### config.mk
export PLATFORM = sky130hd
export DESIGN_NAME = alu_mult_sequencer
export DESIGN_NICKNAME = d
export VERILOG_FILES = /design/src/rtl/alu_mult_sequencer.sv
export SDC_FILE = /design/constraint.sdc
export NUM_CORES = 1
export LEC_CHECK = 0
export CAP_MARGIN = 40
export CORE_ASPECT_RATIO = 1.4
export CORE_MARGIN = 5
export CORE_UTILIZATION = 35
export DETAILED_ROUTE_END_ITERATION = 6
export GPL_ROUTABILITY_DRIVEN = 0
export GPL_TIMING_DRIVEN = 0
export PLACE_DENSITY_LB_ADDON = 0.2
export SLEW_MARGIN = 40
export SYNTH_ARGS = -nofsm -noshare
export SYNTH_HDL_FRONTEND = slang
export SYNTH_SLANG_ARGS = --single-unit
export TNS_END_PERCENT = 100
### constraint.sdc
create_clock -name clk -period 24.5 [get_ports clk]
set_clock_uncertainty 0.15 [all_clocks]
set_input_delay 2.45 -clock clk [delete_from_list [all_inputs] [get_ports clk]]
set_output_delay 2.45 -clock clk [all_outputs]
set_load 0.01 [all_outputs]
### src/rtl/alu_mult_sequencer.sv
// Multi-cycle unsigned shift-add multiplier that drives an external shared ALU in ADD mode.
// It produces the low WIDTH product bits plus a flag for any nonzero high-half bit.
module alu_mult_sequencer #(
    parameter int unsigned WIDTH      = 64,
    parameter bit          EARLY_EXIT = 1'b1
) (
    input  logic             clk,
    input  logic             reset,
    input  logic             start,
    input  logic [WIDTH-1:0] a_in,
    input  logic [WIDTH-1:0] b_in,
    output logic             busy,
    output logic             done,
    output logic [WIDTH-1:0] product,
    output logic             hi_nz,
    output logic [WIDTH-1:0] alu_A,
    output logic [WIDTH-1:0] alu_B,
    output logic [2:0]       alu_cntrl,
    input  logic [WIDTH-1:0] alu_result,
    input  logic             alu_carry_out
);

    localparam int unsigned CW = (WIDTH > 1) ? $clog2(WIDTH) : 1;
    localparam logic [CW-1:0] LAST_COUNT = CW'(WIDTH - 1);

    typedef enum logic [1:0] {
        StIdle,
        StRun,
        StDone
    } state_e;

    state_e           state_q, state_d;
    logic [WIDTH-1:0] acc_q, acc_d;
    logic [WIDTH-1:0] mcand_q, mcand_d;
    logic [WIDTH-1:0] mplier_q, mplier_d;
    logic [CW-1:0]    count_q, count_d;
    logic [WIDTH-1:0] product_q, product_d;
    logic             hi_nz_q, hi_nz_d;

    logic accept;
    logic rest_zero;
    logic last_iter;
    logic hi_set;

    assign accept    = (state_q != StRun) && start;
    assign rest_zero = (mplier_q[WIDTH-1:1] == '0);
    assign last_iter = (count_q == LAST_COUNT) || (EARLY_EXIT && rest_zero);
    // Overflow shows up either as an adder carry or as a multiplicand bit about to be
    // shifted out while higher multiplier bits remain to be consumed.
    assign hi_set    = (mplier_q[0] & alu_carry_out) | (mcand_q[WIDTH-1] & ~rest_zero);

    always_comb begin
        state_d   = state_q;
        acc_d     = acc_q;
        mcand_d   = mcand_q;
        mplier_d  = mplier_q;
        count_d   = count_q;
        product_d = product_q;
        hi_nz_d   = hi_nz_q;

        unique case (state_q)
            StIdle: state_d = StIdle;
            StRun: begin
                acc_d    = alu_result;
                mcand_d  = mcand_q << 1;
                mplier_d = mplier_q >> 1;
                count_d  = count_q + 1'b1;
                if (hi_set) begin
                    hi_nz_d = 1'b1;
                end
                if (last_iter) begin
                    product_d = alu_result;
                    state_d   = StDone;
                end
            end
            StDone:  state_d = StIdle;
            default: state_d = StIdle;
        endcase

        if (accept) begin
            mcand_d  = a_in;
            mplier_d = b_in;
            acc_d    = '0;
            count_d  = '0;
            hi_nz_d  = 1'b0;
            state_d  = StRun;
        end
    end

    always_ff @(posedge clk or posedge reset) begin
        if (reset) begin
            state_q   <= StIdle;
            acc_q     <= '0;
            mcand_q   <= '0;
            mplier_q  <= '0;
            count_q   <= '0;
            product_q <= '0;
            hi_nz_q   <= 1'b0;
        end else begin
            state_q   <= state_d;
            acc_q     <= acc_d;
            mcand_q   <= mcand_d;
            mplier_q  <= mplier_d;
            count_q   <= count_d;
            product_q <= product_d;
            hi_nz_q   <= hi_nz_d;
        end
    end

    assign busy      = (state_q == StRun);
    assign done      = (state_q == StDone);
    assign product   = product_q;
    assign hi_nz     = hi_nz_q;
    assign alu_A     = acc_q;
    assign alu_B     = mplier_q[0] ? mcand_q : '0;
    assign alu_cntrl = busy ? 3'b010 : 3'b000;

endmodule

# [Word level (Yosys, flattened, before mapping)]
# Index checks and enable logic that the tools add are counted.
# W data, S select, Z words.
[word_totals] elab_cells=40 reg_bits=265 out_inout_bits=198 inputBits=196
[classes] reduce_logical=7 n_eq_ne=5 n_addsub=1 muxes=16 bitwise_logic=4
[ops] op="$mux W64" count=7
[ops] op="$logic_not A63 Y1" count=1
[ops] op="$mux W6" count=2
[ops] op="$mux W2" count=4
[ops] op="$add A6 B1 Y6 const B" count=1
[ops] op="$eq A6 B6 Y1 const B" count=1
[ops] op="$reduce_and A2 Y1" count=2
[ops] op="$reduce_bool A2 Y1" count=2
[ops] op="$mux W1" count=3
[ops] op="$ne A3 B1 Y1 const B" count=1
[ops] op="$and A1 B1 Y1" count=2
[ops] op="$eq A2 B1 Y1 const B" count=1
[ops] op="$eq A2 B2 Y1 const B" count=1
[ops] op="$ne A2 B1 Y1 const B" count=1
[ops] op="$logic_and A1 B1 Y1" count=1
[ops] op="$logic_or A1 B1 Y1" count=1
[ops] op="$not A1 Y1" count=1
[ops] op="$or A1 B1 Y1" count=1

# [Logic depth before layout (Yosys ltp)]
# Gate-level depths: netlist of the first run.
[depth] word_depth=7 mapped_depth=9 depth_no_buf=5

# [Least setup slack after synthesis of the first run]
# OpenSTA, ideal clock, no wires.
[synth_path] kind="flip-flop to output port" from="reg state_q[1]" to="out alu_cntrl[1]" stages_incl_launch_ff=9 path_slack_ns=20.195 arrival_time_ns=1.705 cell_sequence="dfrtp_1 > nand2b_1 > clkbuf_1 > inv_1 > buf_2 > buf_2 > clkbuf_1 > buf_2 > buf_4"
[synth_between] elab_chain_len=2
[synth_rtl] item="start: declaration" line_no="32" rtl="state_e state_q, state_d;"
[synth_rtl] item="start signal: assignment" line_no="92" rtl="state_q <= StIdle;"
[synth_rtl] item="start signal: assignment" line_no="100" rtl="state_q <= state_d;"
[synth_rtl] item="$eq A2 B1 Y1" line_no="110" rtl="assign busy = (state_q == StRun);"
[synth_rtl] item="net busy" line_no="12" rtl="output logic busy,"
[synth_rtl] item="$mux W2" line_no="116" rtl="assign alu_cntrl = busy ? 3'b010 : 3'b000;"
[synth_rtl] item="end: declaration" line_no="18" rtl="output logic [2:0] alu_cntrl,"
# The timed path passes the listed nets, and every way through them passes these cells.

# [Worst setup path after layout of the first run]
[layout_path] from="reg state_q[1]" to="out alu_cntrl[1]"
[layout_between] elab_chain_len=2
[layout_rtl] item="$eq A2 B1 Y1" line_no="110"
[layout_rtl] item="$mux W2" line_no="116"
# No other way between the ends.

==> results of run 1 <==
stage by stage:
step | total power [mW] | area (sq um)
floorplan | 0.785 | 12900
global placement | 0.961 | 17400
detailed placement | 0.971 | 17500
CTS | 1.45 | 18600
global route | 1.52 | 18600
finish | 1.43 | 18600
critical path: cells and delay by family, from the launching register on:
family	cells	cell delay, ns
flops	1	0.37
buf+inv	8	2.95
simple gates	1	0.13
worst max path at each step:
stage                          start      endpoint  cells after the start
after floorplan                reset      alu_A[0]                      1
after global placement         reset   mcand_q[47]                      2
after detailed placement  state_q[1]  alu_cntrl[1]                      9
after CTS                 state_q[1]  alu_cntrl[1]                      9
after global routing      state_q[1]  alu_cntrl[1]                      9
final                     state_q[1]  alu_cntrl[1]                      9
layer usage:
layer / wire length (um) / share of wire / GRT usage
met5: 0 / 0 / 0
met2: 22600 / 0.51 / 0.374
met3: 3280 / 0.074 / 0.0641
met1: 17600 / 0.39 / 0.249
met4: 1110 / 0.025 / 0.0593
registers in the layout (all words and copies together) (netlist names):
| register | cells |
|---|---|
| product | 64 |
| mplier_q | 64 |
| mcand_q | 64 |
| alu_A | 64 |
| state_q | 2 |
| hi_nz | 1 |
| count_q | 6 |
cells in the final DEF (no fill, tap or decap), types with 3 or more instances in the layout:
| master | count |
|---|---|
| a21oi_1 | 3 |
| a2bb2oi_1 | 63 |
| and2_1 | 65 |
| buf_1 | 9 |
| buf_16 | 3 |
| buf_2 | 24 |
| buf_4 | 3 |
| buf_6 | 7 |
| bufinv_16 | 4 |
| clkbuf_1 | 77 |
| clkbuf_16 | 29 |
| clkbuf_8 | 7 |
| clkdlybuf4s50_1 | 390 |
| clkinv_2 | 6 |
| clkinvlp_4 | 3 |
| dfrtp_1 | 265 |
| mux2i_1 | 128 |
| nand2_1 | 266 |
| nand3_1 | 3 |
| nor2_1 | 5 |
| nor4_1 | 15 |
| o211ai_1 | 69 |
| o211ai_2 | 59 |
| o21ai_0 | 200 |
report_power, final:
part | leakage (nW) | internal (mW) | switching, mW | total (mW)
clock network | 0.504 | 0.281 | 0.190 | 0.471
registers | 3.07 | 0.532 | 0.0729 | 0.605
logic | 4.10 | 0.177 | 0.175 | 0.352
total | 7.67 | 0.990 | 0.438 | 1.43
kinds of logic after synthesis:
family | share of synthesized area
AOI/OAI and AO/OA | 0.219
xor gates and xnor gates | 0.00135
adders and majority gates | 0.000966
buffers and inverters | 0.0429
DFF | 0.512
muxes | 0.0990
other | 0.000290
and+or+nand+nor | 0.124
area by class of cell:
| cell class | count | area, sq um | share of cell area |
|---|---|---|---|
| Sequential cell | 265 | 6630 | 0.357 |
| Antenna cell | 2 | 5.00 | 0.000270 |
| Clock inverter | 16 | 201 | 0.0109 |
| Clock buffer | 37 | 826 | 0.0445 |
| Tap cell | 467 | 584 | 0.0315 |
| Timing Repair Buffer | 393 | 3990 | 0.215 |
| Inverter | 3 | 18.8 | 0.00101 |
| Buffer | 120 | 546 | 0.0294 |
| Multi-Input combinational cell | 894 | 5760 | 0.310 |
==> impl_metrics.env, run 1 <==
export IMPL_io_pins=394
export IMPL_setup_violations=0
export IMPL_relSlewSlack=0.493
export IMPL_vias=11305
export IMPL_yosysMostFrequentCell="nand2_1"
export IMPL_syn_area_per_cell_sq_um=10.1
export IMPL_synth_seq_cells=265
export IMPL_clock_root_buffer="clkbuf_16"
export IMPL_synth_edf_count=0
export IMPL_yosysWarnings=0
export IMPL_grt_pass1_vias=12207
export IMPL_cts_resized=0
export IMPL_dieWidth_um=173
export IMPL_ctsHoldBuffers=0
export IMPL_grt_max_degree=72
export IMPL_ir_drop_uv=47.0
export IMPL_post_cts_buffers=0
export IMPL_worstSetupStartpointType="flop"
export IMPL_fmax_ghz=0.151
export IMPL_hp_class="flop to flop"
export IMPL_wl_per_cell_um=20.3
export IMPL_die_y_um=238
export IMPL_grt_use_total=0.212
export IMPL_required_ns=21.90
export IMPL_critical_path_cell_chain="nand2b_1, clkbuf_1, inv_1, buf_2, buf_2, clkbuf_1, buf_2, buf_4, clkdlybuf4s50_1"
export IMPL_p_leak_nw=7.67
export IMPL_grt_overflow=0
export IMPL_fin_util=0.506
export IMPL_cpPeakStageDelay_ns=0.57
export IMPL_synth_top_cells_by_count="nand2_1 (266), dfrtp_1 (265), o21ai_0 (200)"
export IMPL_hold_path_depth=2
export IMPL_worstReg2RegStart="state_q[1]"
export IMPL_routed_wl_um=44600
export IMPL_fin_ws_ns=17.88
export IMPL_drive_above_1_share=0.0880
export IMPL_crit_type="flop to primary output"
export IMPL_drc=0
export IMPL_synth_top_cell_area_share=0.512
export IMPL_tns_ns=0
export IMPL_ys_types=32
export IMPL_port_buffers=390
export IMPL_fin_crit_ns=6.62
export IMPL_cp_common_cell="buf_2"
export IMPL_r2r_setup_slack_ns=21.29
export IMPL_pre_cts_slack_ns=18.33
export IMPL_layout_nets=1903
export IMPL_slowest_stage="clkbuf_1"
export IMPL_dp_hpwl_um=33600
export IMPL_status="complete, no violations"
export IMPL_hp_start="mcand_q[11]"
export IMPL_tightest_slew_ns=0.761
export IMPL_dr_pass1_iters=5
export IMPL_dieArea_sq_um=41000
export IMPL_synth_area_sq_um=12900
export IMPL_cts_sinks=265
export IMPL_rsz0062_at_grt="no"
export IMPL_timing_final_crit_share=0.270
export IMPL_synth_cells=1281
export IMPL_antenna_left=0
export IMPL_core_area_sq_um=36700
export IMPL_num_rows=83
export IMPL_async_flop_share=1.00
export IMPL_grt_pass1_wl_um=70700
export IMPL_fillCellCount=3382
export IMPL_hold_end="mcand_q[12]"
export IMPL_ys_top_cells_by_area="dfrtp_1 (51%), mux2i_1 (9.9%), o21ai_0 (7.7%), nand2_1 (7.7%), o211ai_2 (5.7%)"
export IMPL_dpl_cell_count=2142
export IMPL_r2r_end="state_q[0]"
export IMPL_cts_made_buffers=29
export IMPL_synth_area_leader_cell="dfrtp_1"
export IMPL_drtIter0Drc=629
export IMPL_cts_tree="built"
export IMPL_start_util=0.353
export IMPL_cts_buffer_depth=3
export IMPL_timing_hold_violations_final=0
export IMPL_power_density_nw_per_um2=76.9
export IMPL_antenna_found_initial=2
export IMPL_slew_viol_final=0
export IMPL_critical_path_endpoint_type="primary output"
export IMPL_path_clk_slew_ns=0.06
export IMPL_layout_cells_non_filler=2197
export IMPL_reg2reg_depth=8
export IMPL_htree_levels=1
export IMPL_via_per_inst=5.15
export IMPL_timing_hold_ws_ns=0.352
export IMPL_drv_cap=0
export IMPL_seq_area_frac_synth=0.512
export IMPL_clk_insertion_delay_late_ns=0.55
export IMPL_syn_to_final_growth_pct=43.4
export IMPL_cp_max_fo=11
export IMPL_synth_ff_type="dfrtp_1"
export IMPL_cp_arrival_ns=4.02
(Power assumes the default switching activity.)
==> inputs of run 2 (changes only) <==
clock period = 6.6 ns   (was 24.5 ns; I/O delays follow)
==> run 2 against run 1 <==
  * Wire length grew 0.50%
  * Die area unchanged
  * Final area up 1.0%
  * Register-to-register slack got worse by 18 ns
  * Via count increased by 0.65%
  * Utilization is 0.52 points higher
  * Sequential share of layout area shrank 0.36 points
  * Critical endpoint unchanged
==> impl_metrics.env, run 2 (synthesis results as in run 1) <==
export IMPL_drtIter0Drc=649
export IMPL_layout_nets=1914
export IMPL_via_per_inst=5.16
export IMPL_cts_made_buffers=29
export IMPL_clock_root_buffer="clkbuf_16"
export IMPL_layout_cells_non_filler=2206
export IMPL_crit_type="flop to primary output"
export IMPL_worstReg2RegStart="state_q[1]"
export IMPL_slew_viol_final=0
export IMPL_die_y_um=238
export IMPL_dp_hpwl_um=34100
export IMPL_clk_insertion_delay_late_ns=0.56
export IMPL_grt_overflow=0
export IMPL_dpl_cell_count=2153
export IMPL_io_pins=394
export IMPL_cts_resized=0
export IMPL_ff_latch_area_sq_um=6630
export IMPL_fmax_ghz=0.206
export IMPL_cp_num_buf_inv=8
export IMPL_antenna_left=0
export IMPL_fillCellCount=3384
export IMPL_power_density_nw_per_um2=277
export IMPL_drive_above_1_share=0.0915
export IMPL_cp_arrival_ns=4.05
export IMPL_tns_ns=0
export IMPL_cts_sinks=265
export IMPL_cp_common_cell="buf_2"
export IMPL_ir_drop_uv=159
export IMPL_post_cts_buffers=0
export IMPL_vias=11379
export IMPL_path_clk_slew_ns=0.06
export IMPL_slowest_stage="clkbuf_1"
export IMPL_dieArea_sq_um=41000
export IMPL_dieWidth_um=173
export IMPL_multi_input_area_sq_um=5760
export IMPL_required_ns=5.79
export IMPL_cpPeakStageDelay_ns=0.57
export IMPL_port_buffers=390
export IMPL_critical_path_endpoint_type="primary output"
export IMPL_wl_per_cell_um=20.3
export IMPL_htree_levels=1
export IMPL_relSlewSlack=0.476
export IMPL_hp_class="primary input to asynchronous set/reset pin"
export IMPL_timing_final_crit_share=0.736
export IMPL_routed_wl_um=44800
export IMPL_ctsHoldBuffers=0
export IMPL_cts_tree="built"
export IMPL_grt_max_degree=24
export IMPL_num_rows=83
export IMPL_drc=0
export IMPL_grt_pass1_vias=12060
export IMPL_drv_cap=0
export IMPL_cp_startpoint="state_q[1]"
export IMPL_p_leak_nw=7.76
export IMPL_fin_crit_ns=4.86
export IMPL_setup_violations=0
export IMPL_grt_pass1_wl_um=70700
export IMPL_critical_path_cell_chain="nand2b_1, clkbuf_1, inv_1, buf_2, buf_2, clkbuf_1, buf_2, buf_4, clkdlybuf4s50_1"
export IMPL_dr_pass1_iters=5
export IMPL_layout_common_cells="clkdlybuf4s50_1 (390), nand2_1 (266), dfrtp_1 (265), o21ai_0 (200), mux2i_1 (128)"
export IMPL_start_util=0.353
export IMPL_cp_top_family="buffers and inverters"
export IMPL_rsz0062_at_grt="no"
export IMPL_worstSetupStartpointType="flop"
export IMPL_cp_max_fo=11
export IMPL_cts_buffer_depth=3
export IMPL_antenna_found_initial=2
export IMPL_syn_to_final_growth_pct=44.9
export IMPL_grt_use_total=0.211
export IMPL_core_area_sq_um=36700
export IMPL_timing_hold_violations_final=0
export IMPL_tightest_slew_ns=0.786
export IMPL_layout_cells_most_common="clkdlybuf4s50_1"
export IMPL_status="complete, no violations"
[run 2: cell types whose count changed in the layout (fill, tap and decap cells not counted), sizes merged]
| cell | before | now |
|---|---|---|
| diode | 2 | 1 |
| clkbuf | 114 | 118 |
| inv | 4 | 3 |
| bufinv | 4 | 1 |
| clkinvlp | 3 | 2 |
| buf | 46 | 57 |
[run 2: per-stage QoR]
| stage | cell area, sq um | utilization | hold slack, ns | setup WS [ns] | total power [mW] |
|---|---|---|---|---|---|
| global placement | 17400 | 0.476 | 0.326 | 0.0540 | 3.56 |
| global route | 18700 | 0.511 | 0.285 | 1.45 | 5.52 |
| CTS | 18700 | 0.511 | 0.240 | 1.49 | 5.27 |
| floorplan | 13000 | - | 0.313 | 2.29 | 2.91 |
| detailed placement | 17800 | 0.486 | 0.336 | 2.10 | 3.62 |
| finish | 18800 | 0.511 | 0.271 | 1.74 | 5.19 |
[run 2: power by group]
part	total [mW]	leakage [nW]	internal [mW]	switching, mW
combinational	1.33	4.22	0.674	0.651
clock	1.62	0.470	0.934	0.683
sequential	2.25	3.07	1.98	0.269
[run 2: final cells by class]
type	instances	area share
sequential	265	0.354
multi-input combinational	894	0.307
timing repair buffer	404	0.228
clock buffer	41	0.0454
tap	467	0.0312
buffer	120	0.0291
clock inverter	11	0.00500
inverter	3	0.000801
antenna	1	0.000133
[run 2: worst paths after layout]
path                                end  slack, ns  cells after the start
min in group clk             mcand_q[6]       0.34                      2
max                        alu_cntrl[1]       1.74                      9
min reg2reg                  mcand_q[6]       0.34                      2
max reg2reg                  state_q[0]       3.37                      8
max in group asynchronous   mcand_q[34]       4.69                      8
min                           alu_A[42]       0.27                      2
[run 2: routing by layer]
layer / up-vias / global-route usage / routed length (um)
li1: 5425 / - / -
met1: 5528 / 0.249 / 17500
met2: 362 / 0.374 / 22900
met3: 62 / 0.0627 / 3290
met4: 2 / 0.0567 / 1120
met5: - / 0 / 12
